===== src/rtl/transfer_pkg.sv =====
// rtl/transfer_pkg.sv - shared state type and counter-width helpers for the transfer direction scheduler
package transfer_pkg;

    // Per-channel direction FSM states.
    typedef enum logic [2:0] {
        ST_RX       = 3'd0,
        ST_RX_DRAIN = 3'd1,
        ST_TURN_TX  = 3'd2,
        ST_TX       = 3'd3,
        ST_TX_DRAIN = 3'd4,
        ST_TURN_RX  = 3'd5
    } dir_state_t;

    // Bits needed to hold 0..max_val inclusive (never less than 1).
    function automatic int cnt_width(input int max_val);
        return (max_val < 1) ? 1 : $clog2(max_val + 1);
    endfunction

    function automatic int burst_cnt_width(input int max_burst);
        return cnt_width(max_burst);
    endfunction

    function automatic int win_cnt_width(input int rx_win);
        return cnt_width(rx_win);
    endfunction

    function automatic int turn_cnt_width(input int turn_cyc);
        return cnt_width(turn_cyc);
    endfunction

endpackage


===== src/rtl/transfer_dir_chan.sv =====
// rtl/transfer_dir_chan.sv - one channel of the link direction scheduler (FSM plus counters)
//
// Ports:
//   clk, rst     clock and synchronous active-low reset
//   tx_pending   local send path holds data
//   rq           treated remote request pin (receive direction)
//   ak           treated remote acknowledge pin (send direction)
//   req_send     request currently driven by the local send path
//   ack_recv     acknowledge currently driven by the local receive path
//   oen          registered link direction, 1 = send
//   tx_grant     registered permission for new send handshakes
//   rx_grant     registered permission to acknowledge new requests
module transfer_dir_chan
    import transfer_pkg::*;
#(
    parameter int TURN_CYC  = 4,
    parameter int MAX_BURST = 16,
    parameter int RX_WIN    = 32
) (
    input  logic clk,
    input  logic rst,
    input  logic tx_pending,
    input  logic rq,
    input  logic ak,
    input  logic req_send,
    input  logic ack_recv,
    output logic oen,
    output logic tx_grant,
    output logic rx_grant
);

    localparam int BW = burst_cnt_width(MAX_BURST);
    localparam int WW = win_cnt_width(RX_WIN);
    localparam int TW = turn_cnt_width(TURN_CYC);

    localparam logic [BW-1:0] BURST_MAX = BW'(MAX_BURST);
    localparam logic [WW-1:0] WIN_MAX   = WW'(RX_WIN);
    localparam logic [TW-1:0] TURN_LAST = TW'(TURN_CYC - 1);

    dir_state_t    state;
    dir_state_t    state_next;
    logic [BW-1:0] burst_cnt;
    logic [WW-1:0] win_cnt;
    logic [TW-1:0] turn_cnt;
    logic          ak_q;
    logic          ak_fall;
    logic          in_turn;

    // A completed send handshake is marked by the remote acknowledge falling.
    assign ak_fall = ak_q & ~ak;
    assign in_turn = (state == ST_TURN_TX) || (state == ST_TURN_RX);

    always_comb begin
        state_next = state;
        case (state)
            ST_RX: begin
                if ((win_cnt == WIN_MAX) && tx_pending && !rq && !ack_recv) begin
                    state_next = ST_RX_DRAIN;
                end
            end
            ST_RX_DRAIN: begin
                // A request arriving during the drain cycle wins over the turnaround.
                state_next = rq ? ST_RX : ST_TURN_TX;
            end
            ST_TURN_TX: begin
                if (turn_cnt == TURN_LAST) begin
                    state_next = ST_TX;
                end
            end
            ST_TX: begin
                if ((burst_cnt == BURST_MAX) || !tx_pending) begin
                    state_next = ST_TX_DRAIN;
                end
            end
            ST_TX_DRAIN: begin
                // Never turn around with a send handshake still open.
                if (!req_send && !ak) begin
                    state_next = ST_TURN_RX;
                end
            end
            ST_TURN_RX: begin
                if (turn_cnt == TURN_LAST) begin
                    state_next = ST_RX;
                end
            end
            default: begin
                state_next = ST_RX;
            end
        endcase
    end

    always_ff @(posedge clk) begin
        if (!rst) begin
            state     <= ST_RX;
            burst_cnt <= '0;
            win_cnt   <= '0;
            turn_cnt  <= '0;
            ak_q      <= 1'b0;
            oen       <= 1'b0;
            tx_grant  <= 1'b0;
            rx_grant  <= 1'b0;
        end else begin
            state <= state_next;
            ak_q  <= ak;

            // Outputs are decoded from the next state so they land with the state change.
            oen      <= (state_next == ST_TURN_TX) || (state_next == ST_TX) ||
                        (state_next == ST_TX_DRAIN);
            tx_grant <= (state_next == ST_TX);
            rx_grant <= (state_next == ST_RX);

            // RX window: cleared on a fresh RX tenure, kept when the drain is aborted.
            if ((state == ST_TURN_RX) && (state_next == ST_RX)) begin
                win_cnt <= '0;
            end else if ((state == ST_RX) && (win_cnt != WIN_MAX)) begin
                win_cnt <= win_cnt + WW'(1);
            end

            // Burst count covers TX and the drain, so a final handshake is still counted.
            if ((state == ST_TURN_TX) && (state_next == ST_TX)) begin
                burst_cnt <= '0;
            end else if (((state == ST_TX) || (state == ST_TX_DRAIN)) && ak_fall &&
                         (burst_cnt != BURST_MAX)) begin
                burst_cnt <= burst_cnt + BW'(1);
            end

            // Turnaround counter restarts on every state change.
            if (state_next != state) begin
                turn_cnt <= '0;
            end else if (in_turn && (turn_cnt != TURN_LAST)) begin
                turn_cnt <= turn_cnt + TW'(1);
            end
        end
    end

endmodule


===== src/rtl/transfer_dir_sched.sv =====
// rtl/transfer_dir_sched.sv - per-channel direction scheduler for the bidirectional transfer link
//
// Ports:
//   clk, rst     clock and synchronous active-low reset
//   tx_pending   per channel: local send path holds data
//   REQ_RECV     per channel: request pin while receiving (asynchronous)
//   ACK_SEND     per channel: acknowledge pin while sending (asynchronous)
//   REQ_SEND     per channel: request driven by the local send path
//   ACK_RECV     per channel: acknowledge driven by the local receive path
//   oen          per channel: link direction, 1 = send
//   tx_grant     per channel: send path may start new handshakes
//   rx_grant     per channel: receive path may acknowledge new requests
//
// Build option TRANSFER_DIR_SYNC_EN: when defined, REQ_RECV and ACK_SEND pass
// through 2-flop synchronizers; otherwise they are used directly.
module transfer_dir_sched
    import transfer_pkg::*;
#(
    parameter int All_Channel = 4,
    parameter int TURN_CYC    = 4,
    parameter int MAX_BURST   = 16,
    parameter int RX_WIN      = 32
) (
    input  logic                   clk,
    input  logic                   rst,
    input  logic [All_Channel-1:0] tx_pending,
    input  logic [All_Channel-1:0] REQ_RECV,
    input  logic [All_Channel-1:0] ACK_SEND,
    input  logic [All_Channel-1:0] REQ_SEND,
    input  logic [All_Channel-1:0] ACK_RECV,
    output logic [All_Channel-1:0] oen,
    output logic [All_Channel-1:0] tx_grant,
    output logic [All_Channel-1:0] rx_grant
);

    logic [All_Channel-1:0] rq;
    logic [All_Channel-1:0] ak;

`ifdef TRANSFER_DIR_SYNC_EN
    logic [All_Channel-1:0] rq_s1;
    logic [All_Channel-1:0] rq_s2;
    logic [All_Channel-1:0] ak_s1;
    logic [All_Channel-1:0] ak_s2;

    always_ff @(posedge clk) begin
        if (!rst) begin
            rq_s1 <= '0;
            rq_s2 <= '0;
            ak_s1 <= '0;
            ak_s2 <= '0;
        end else begin
            rq_s1 <= REQ_RECV;
            rq_s2 <= rq_s1;
            ak_s1 <= ACK_SEND;
            ak_s2 <= ak_s1;
        end
    end

    assign rq = rq_s2;
    assign ak = ak_s2;
`else
    // Same-clock loopback: pins are already synchronous to clk.
    assign rq = REQ_RECV;
    assign ak = ACK_SEND;
`endif

    for (genvar g = 0; g < All_Channel; g++) begin : g_chan
        transfer_dir_chan #(
            .TURN_CYC  (TURN_CYC),
            .MAX_BURST (MAX_BURST),
            .RX_WIN    (RX_WIN)
        ) u_chan (
            .clk        (clk),
            .rst        (rst),
            .tx_pending (tx_pending[g]),
            .rq         (rq[g]),
            .ak         (ak[g]),
            .req_send   (REQ_SEND[g]),
            .ack_recv   (ACK_RECV[g]),
            .oen        (oen[g]),
            .tx_grant   (tx_grant[g]),
            .rx_grant   (rx_grant[g])
        );
    end

endmodule


===== config.mk =====
export PLATFORM = sky130hd
export DESIGN_NAME = transfer_dir_sched
export DESIGN_NICKNAME = d
export VERILOG_FILES = /design/src/rtl/transfer_pkg.sv /design/src/rtl/transfer_dir_chan.sv /design/src/rtl/transfer_dir_sched.sv
export SDC_FILE = /design/constraint.sdc
export NUM_CORES = 1
export LEC_CHECK = 0
export CORE_MARGIN = 8
export CORE_UTILIZATION = 40
export DETAILED_ROUTE_END_ITERATION = 7
export PLACE_DENSITY = 0.56
export SYNTH_ARGS = -nofsm -noshare
export SYNTH_HDL_FRONTEND = slang
export SYNTH_SLANG_ARGS = --single-unit

===== constraint.sdc =====
create_clock -name clk -period 2.1 [get_ports clk]
set_input_delay 0.42 -clock clk [delete_from_list [all_inputs] [get_ports clk]]
set_output_delay 0.42 -clock clk [all_outputs]
set_load 0.05 [all_outputs]

==> results of run 1 <==
## cells in the final DEF (no fill, tap or decap), types with 17 or more instances in the layout
master / instances
clkdlybuf4s50_1: 33
dfxtp_1: 84
ha_1: 24
inv_1: 33
nand2_1: 19
nand3_1: 18
nor2_1: 97
xnor2_1: 17
xor2_1: 23
## sequential cells by signal, indices dropped and copies added (netlist names)
signal	cells
g_chan.u_chan.turn_cnt	12
g_chan.u_chan.rx_grant	4
g_chan.u_chan.oen	4
g_chan.u_chan.burst_cnt	20
g_chan.u_chan.win_cnt	24
g_chan.u_chan.ak_q	4
g_chan.u_chan.state	12
g_chan.u_chan.tx_grant	4
## worst register-to-register path: cells and delay by family, from the launching register on
family / cells / cell delay (ns)
adder cells (fa/ha/maj): 1 / 0.18
buffers and inverters: 1 / 0.06
flip-flops: 1 / 0.39
multiplexers: 1 / 0.26
AND/OR/NAND/NOR: 4 / 0.90
## layer usage
| layer | vias up | track usage (%) | wire length, um |
|---|---|---|---|
| met4 | 0 | 3.75 | 79 |
| met5 | - | 0 | 0 |
| met1 | 1518 | 14.5 | 4070 |
| met3 | 6 | 2.63 | 256 |
| li1 | 1763 | - | - |
| met2 | 35 | 19.1 | 3690 |
## final timing paths
kind                                                                  from                                        end  cells after the start
worst max register to register  g_chan[3].u_chan.burst_cnt[0]$_SDFFE_PP0P_  g_chan[3].u_chan.turn_cnt[0]$_SDFFE_PP0P_                      7
worst min-delay path              g_chan[2].u_chan.win_cnt[1]$_SDFFE_PP0P_   g_chan[2].u_chan.win_cnt[1]$_SDFFE_PP0P_                      2
worst min register to register    g_chan[2].u_chan.win_cnt[1]$_SDFFE_PP0P_   g_chan[2].u_chan.win_cnt[1]$_SDFFE_PP0P_                      2
worst max-delay path            g_chan[3].u_chan.burst_cnt[0]$_SDFFE_PP0P_  g_chan[3].u_chan.turn_cnt[0]$_SDFFE_PP0P_                      7
## final cells by class
class                           instances  share of cell area (%)
Timing Repair Buffer                   49                    9.08
Tap cell                              140                    3.53
Inverter                               33                    2.50
Clock inverter                          3                   0.807
Sequential cell                        84                    33.9
Clock buffer                           10                    2.77
Multi-Input combinational cell        359                    47.4
## power groups by stage
stage | sequential, uW | clock, uW | combinational, uW
floorplan | 1670 | 0 | 116
global placement | 1680 | 0 | 196
detailed placement | 1680 | 0 | 199
CTS | 1640 | 1160 | 200
global route | 1640 | 1220 | 221
finish | 1640 | 1100 | 197
## cells by family (layout without fill, tap and decap cells)
logic type | Yosys count | in the layout | share of synthesized area (%)
compound gates | 62 | 62 | 10.3
xor+xnor | 40 | 40 | 8.14
fa+ha+maj | 24 | 24 | 6.97
buf+inv | 59 | 95 | 6.34
flops | 84 | 84 | 39.1
mux | 12 | 12 | 2.79
simple gates | 221 | 221 | 26.4
## metrics by stage
| stage | hold slack (ns) | worst slack [ns] | cell area [um2] | instances |
|---|---|---|---|---|
| 2_1_floorplan | 0.462 | 0.340 | 4310 | 502 |
| 3_3_place_gp | 0.478 | -0.0444 | 4780 | 665 |
| 3_5_place_dp | 0.490 | -0.0695 | 4780 | 665 |
| 4_1_cts | 0.503 | 0.156 | 4960 | 678 |
| 5_1_grt | 0.515 | 0.0584 | 4960 | 678 |
| 6_report | 0.498 | 0.192 | 4960 | 678 |
==> key figures, run 1 <==
Power and ir drop
  • Leakage power: 0.00192 uW
  • Logic pwr share: under 10%
  • PD cells: slightly below 600 mW/mm2
  • Net Sw Frac: 22.6%
  • Final Total Pwr: 2930 uW
  • Reg power frac: 55.9%
  • Clock share of power: 37.4%
  • Internal: approximately 2300 uW
  • Switching power: 662 uW
  • Max rail drop VDD: 0.239 mV

Finish
  • # fillers: between 1000 and 1500
  • N_diodes: 0
  • Layout area overhead: 15.2%
  • Share of cells above drive strength 1: under 10%
  • Footprint of the multi-input gates: 0.00235 mm2
  • Util after Layout: about 47%
  • Fin nets: 582
  • Sequential Area: between 0.0015 and 0.002 mm2

Clock tree
  • Cts bufs inserted: 9
  • Clk Latency, worst-skew pair: approximately 0.34 ns
  • Clk buf depth: 2
  • Clk Tree Root Cell: clkbuf_8
  • Clock transition at path regs: approximately 0.080 ns
  • H-tree levels: 3
  • Post-CTS Setup Repair Bufs: 0
  • Cts hold-fix bufs: 0
  • Post-CTS Resized: 0
  • CTS tree: done
  • Clk sink count: 84

Critical path
  • CP max stage cell: dfxtp_1
  • Critical path endpoint category: register
  • Startpoint types: register
  • WS Path Type: reg -> reg
  • Worst EP required: 2.32 ns
  • CP max stage delay: ~0.4 ns
  • Worst-path maximum fanout: 4
  • Crit path max-delay family: simple AND/OR/NAND/NOR gates
  • Cell breakdown of the critical path: inv_1 -> ha_1 -> and4bb_2 -> or3_1 -> and4_1 -> mux2i_1 -> nor2_1
  • CP bufs+invs: 1
  • R2R Setup Slk: about 0.19 ns
  • CP arrival: 2.13 ns

Synthesis
  • #FFs+latches synth: 84
  • Synth warn: 0
  • Most frequent cell after synthesis: nor2_1
  • Seq/Total Area, Yosys: slightly below 40%
  • Largest area contributor in the netlist: dfxtp_1
  • Avg Inst Size Synth: about 8.6 um2
  • FFs w/ async S/R, synth: 0%
  • Mapped Cells: around 500
  • EDFF count, synth: 0
  • Synth cell count leaders: 97 x nor2_1, 84 x dfxtp_1, 33 x inv_1
  • Largest cells by area after synthesis: dfxtp_1 39%, nor2_1 8.5%, ha_1 7.0%
  • Synth unique cells: 48
  • Post-Syn Nets: between 500 and 600
  • Cell area after synthesis: 0.00431 mm2
  • Top-area cell type share of the netlist area: 39.1%
  • Predominant post-synthesis flop cell: dfxtp_1

Detailed routing
  • Avg Vias per Cell: between 4 and 5
  • Routed WL per cell: around 12 um
  • Residual DRC: 0
  • Post-Route WL: roughly 8100 um
  • Vias: approximately 3300
  • DRT Pass-1 Iters: 4
  • First DRT Iteration DRCs: about 190
  • Remaining antenna violation count: 0

Global route
  • Initial antenna violation count: 0
  • Total GRT Usage: between 10 and 15%
  • Vias in the first global route: approximately 3100
  • Grt total ovfl: 0
  • First-pass GRT wire length: 14100 um
  • Pin count of the biggest net entering global routing: 15

Timing
  • Setup TNS: 0 ns
  • RSZ-0062 raised after global routing: false
  • Crit share post-route: roughly nine tenths
  • Worst rel slew slack: about 64%
  • Worst Max-Slew Pin Slew: 0.531 ns
  • # setup viols final: 0
  • Crit path time final: approximately 1.9 ns
  • Fmax: between 500 and 600 MHz
  • Clk_skew: roughly 0.0057 ns
  • Max-slew violation count: 0
  • Final hold vios: 0

Floorplan
  • IO Pins: 34
  • Die area: 0.0143 mm2
  • Die H: between 100 and 150 um
  • Die extent in x: 120 um
  • Initial core utilization: 40.4%
  • Core area: 0.0107 mm2
  • Row cnt: 38

Worst hold path
  • Hold/Removal Path Class: reg -> reg

Run status
  • Outcome: finished clean

Place
  • HPWL after detailed placement: roughly 6000 um
  • Count of input and output buffers: 33
  • Final GP Congestion: 0.854

Flow run
  • Max-cap violations: 0
Note: power is estimated with default switching activity, not from simulation.
==> run 2, diff against run 1 <==
Settings changed: REMOVE_ABC_BUFFERS from default to 1.
==> run 2 against run 1 <==
Net effect:
- critical path depth is the same
- clock power grew 7%
- clock skew grew 0.0063 ns
- global-route usage grew 0.43 points
- critical endpoint is now g_chan[3].u_chan.turn_cnt[2]$_SDFFE_PP0P_
==> key figures, run 2 (synthesized netlist as in run 1, its figures left out) <==
Critical path
  • FF-to-FF End: g_chan[3].u_chan.turn_cnt[2]$_SDFFE_PP0P_ (was g_chan[3].u_chan.turn_cnt[0]$_SDFFE_PP0P_)
  • Worst-path maximum fanout: 4 (unchanged)
  • WP depth: 7 (unchanged)
  • Cell breakdown of the critical path: inv_1 -> ha_1 -> and4bb_2 -> or3_1 -> and4_1 -> mux2i_1 -> a211oi_1 (was inv_1 -> ha_1 -> and4bb_2 -> or3_1 -> and4_1 -> mux2i_1 -> nor2_1)
  • CP bufs+invs: 1 (unchanged)
  • CP max stage delay: 0.40 ns (was 0.39 ns)
  • Worst EP required: 2.33 ns (was 2.32 ns)
  • WS Path Type: reg -> reg (unchanged)
  • Cell count of the worst reg-to-reg path: 7 (unchanged)
  • Startpoint types: register (unchanged)
  • Critical path origin: g_chan[3].u_chan.burst_cnt[0]$_SDFFE_PP0P_ (unchanged)
  • Critical path endpoint category: register (unchanged)
  • Crit path max-delay family: simple AND/OR/NAND/NOR gates (unchanged)
  • CP arrival: 2.16 ns (was 2.13 ns)
  • Worst setup path endpoint: g_chan[3].u_chan.turn_cnt[2]$_SDFFE_PP0P_ (was g_chan[3].u_chan.turn_cnt[0]$_SDFFE_PP0P_)
  • Reg2reg start: g_chan[3].u_chan.burst_cnt[0]$_SDFFE_PP0P_ (unchanged)
  • R2R Setup Slk: 0.17 ns (was 0.19 ns)
  • CP max stage cell: dfxtp_1 (unchanged)

Floorplan
  • Die extent in x: 120 um (unchanged)
  • Row cnt: 38 (unchanged)
  • Die H: 120 um (unchanged)
  • IO Pins: 34 (unchanged)
  • Die area: 0.0143 mm2 (unchanged)
  • Initial core utilization: 40.4% (unchanged)
  • Core area: 0.0107 mm2 (unchanged)

Power and ir drop
  • Leakage power: 0.00193 uW (was 0.00192 uW)
  • PD cells: 602 mW/mm2 (was 591 mW/mm2)
  • Max rail drop VDD: 0.251 mV (was 0.239 mV)

Timing
  • Worst rel slew slack: 45.3% (was 64.5%)
  • Worst Max-Slew Pin Slew: 0.814 ns (was 0.531 ns)
  • Max-slew violation count: 0 (unchanged)
  • Fmax: 518 MHz (was 524 MHz)
  • # setup viols final: 0 (unchanged)
  • Crit share post-route: 91.9% (was 90.9%)
  • RSZ-0062 raised after global routing: false (unchanged)
  • Final hold vios: 0 (unchanged)
  • Crit path time final: 1.93 ns (was 1.91 ns)
  • Setup TNS: 0 ns (unchanged)
  • Setup ws final: 0.170 ns (was 0.192 ns)
  • Clk_skew: 0.0119 ns (was 0.00568 ns)

Finish
  • Footprint of the multi-input gates: 0.00237 mm2 (was 0.00235 mm2)
  • Sequential Area: 0.00168 mm2 (unchanged)
  • N_diodes: 0 (unchanged)
  • Commonest non-fill, non-tap cell in the layout: nor2_1 (unchanged)
  • Largest registers: g_chan.u_chan.win_cnt x24, g_chan.u_chan.burst_cnt x20 (unchanged)
  • Layout area overhead: 16.4% (was 15.2%)
  • Commonest cells after routing, fill and taps aside: 97 x nor2_1, 84 x dfxtp_1, 33 x inv_1, 33 x clkdlybuf4s50_1, 24 x ha_1 (unchanged)
  • # fillers: 1074 (was 1052)
  • Fin nets: 583 (was 582)
  • Share of cells above drive strength 1: 8.67% (was 7.62%)
  • Number of flip-flops in the largest register: 24 (unchanged)
  • Final instance area: 0.00501 mm2 (was 0.00496 mm2)
  • Biggest register: g_chan.u_chan.win_cnt (unchanged)

Global route
  • Met1 Use GR: 14.2% (was 14.5%)
  • Total GRT Usage: 12.0% (was 11.5%)
  • Initial antenna violation count: 0 (unchanged)
  • GR Util met3: 2.63% (unchanged)
  • First-pass GRT wire length: 14500 um (was 14100 um)
  • Grt total ovfl: 0 (unchanged)
  • GRT busiest layer: met2 (unchanged)
  • Pin count of the biggest net entering global routing: 17 (was 15)
  • GRT met2 Usage: 20.1% (was 19.1%)
  • Vias in the first global route: 3294 (was 3141)

Clock tree
  • Clk Tree Root Cell: clkbuf_8 (unchanged)
  • Clk Latency, worst-skew pair: 0.36 ns (was 0.34 ns)
  • Clk buf depth: 2 (unchanged)
  • Post-CTS Setup Repair Bufs: 0 (unchanged)
  • H-tree levels: 3 (unchanged)
  • Clock transition at path regs: 0.08 ns (about the same)
  • Cts bufs inserted: 9 (unchanged)
  • CTS tree: done (unchanged)
  • Cts hold-fix bufs: 0 (unchanged)
  • Clk sink count: 84 (unchanged)

Place
  • Final GP Congestion: 0.789 (was 0.854)
  • Cell Area, Placed: 0.00479 mm2 (was 0.00478 mm2)
  • Count of input and output buffers: 33 (unchanged)
  • Setup WS pre-CTS: -0.0785 ns (was -0.0695 ns)
  • HPWL after detailed placement: 6150 um (was 6060 um)

Detailed routing
  • First DRT Iteration DRCs: 149 (was 192)
  • Avg Vias per Cell: 4.96 (was 4.90)
  • DRT Pass-1 Iters: 5 (was 4)
  • Routed WL per cell: 12.1 um (was 11.9 um)
  • Remaining antenna violation count: 0 (unchanged)
  • Vias: 3380 (was 3322)
  • Post-Route WL: 8250 um (was 8100 um)
  • Residual DRC: 0 (unchanged)

Worst hold path
  • Hold/Removal Path Class: reg -> reg (unchanged)

Flow run
  • Max-cap violations: 0 (unchanged)

Run status
  • Outcome: finished clean (unchanged)
-- run 2: changes by cell type in the layout (fill, tap and decap cells not counted), sizes merged --
cell,change
clkinv,+1
buf,+1
clkinvlp,+2
-- run 2: worst min path at each step --
stage	startpoint	to	slack (ns)	depth (start not counted)
global placement	g_chan[2].u_chan.win_cnt[1]$_SDFFE_PP0P_	g_chan[2].u_chan.win_cnt[1]$_SDFFE_PP0P_	0.48	2
global route	g_chan[0].u_chan.turn_cnt[2]$_SDFFE_PP0P_	g_chan[0].u_chan.turn_cnt[2]$_SDFFE_PP0P_	0.52	2
floorplan	g_chan[2].u_chan.win_cnt[1]$_SDFFE_PP0P_	g_chan[2].u_chan.win_cnt[1]$_SDFFE_PP0P_	0.46	2
CTS	g_chan[1].u_chan.turn_cnt[2]$_SDFFE_PP0P_	g_chan[1].u_chan.turn_cnt[2]$_SDFFE_PP0P_	0.51	2
detailed placement	g_chan[3].u_chan.turn_cnt[2]$_SDFFE_PP0P_	g_chan[3].u_chan.turn_cnt[2]$_SDFFE_PP0P_	0.50	2
finish	g_chan[0].u_chan.turn_cnt[2]$_SDFFE_PP0P_	g_chan[0].u_chan.turn_cnt[2]$_SDFFE_PP0P_	0.50	2
-- run 2: stage by stage --
| step | hold WS (ns) | instances | power, uW | utilization, % |
|---|---|---|---|---|
| 5_1_grt | 0.523 | 682 | 3160 | 47.0 |
| 6_report | 0.500 | 682 | 3010 | 47.0 |
| 3_5_place_dp | 0.495 | 666 | 1880 | 45.0 |
| 3_3_place_gp | 0.476 | 666 | 1870 | 45.0 |
| 2_1_floorplan | 0.462 | 476 | 1780 | - |
| 4_1_cts | 0.509 | 682 | 3060 | 46.9 |
-- run 2: power breakdown --
part / leakage, uW / switching [uW] / internal [uW]
registers: 0.000682 / 20.6 / 1620
clock network: 0.0000983 / 595 / 580
logic: 0.00115 / 105 / 93.9
total: 0.00193 / 721 / 2290
-- run 2: what timing repair did --
item                                    in CTS  in global routing
resized for setup                            0                  3
endpoints found under the setup margin       0                  3
endpoints found under the hold margin        0                  0
-- run 2: per-layer routing --
layer / wire length [um] / share of wire (%)
met5: 0 / 0
met4: 155 / 1.9
met3: 275 / 3.3
met2: 3810 / 46
met1: 4010 / 49
-- run 2: area by class of cell --
cell class,instances,share of cell area (%)
Clock inverter,6,1.27
Tap cell,140,3.50
Timing Repair Buffer,50,9.14
Sequential cell,84,33.6
Inverter,33,2.47
Clock buffer,10,2.75
Multi-Input combinational cell,359,47.3
-- run 2: worst min-delay path, cell delays in order, from the launching register on --
cell      delay [ns]
dfxtp_1         0.31
nor2_1          0.09
a211oi_1        0.05
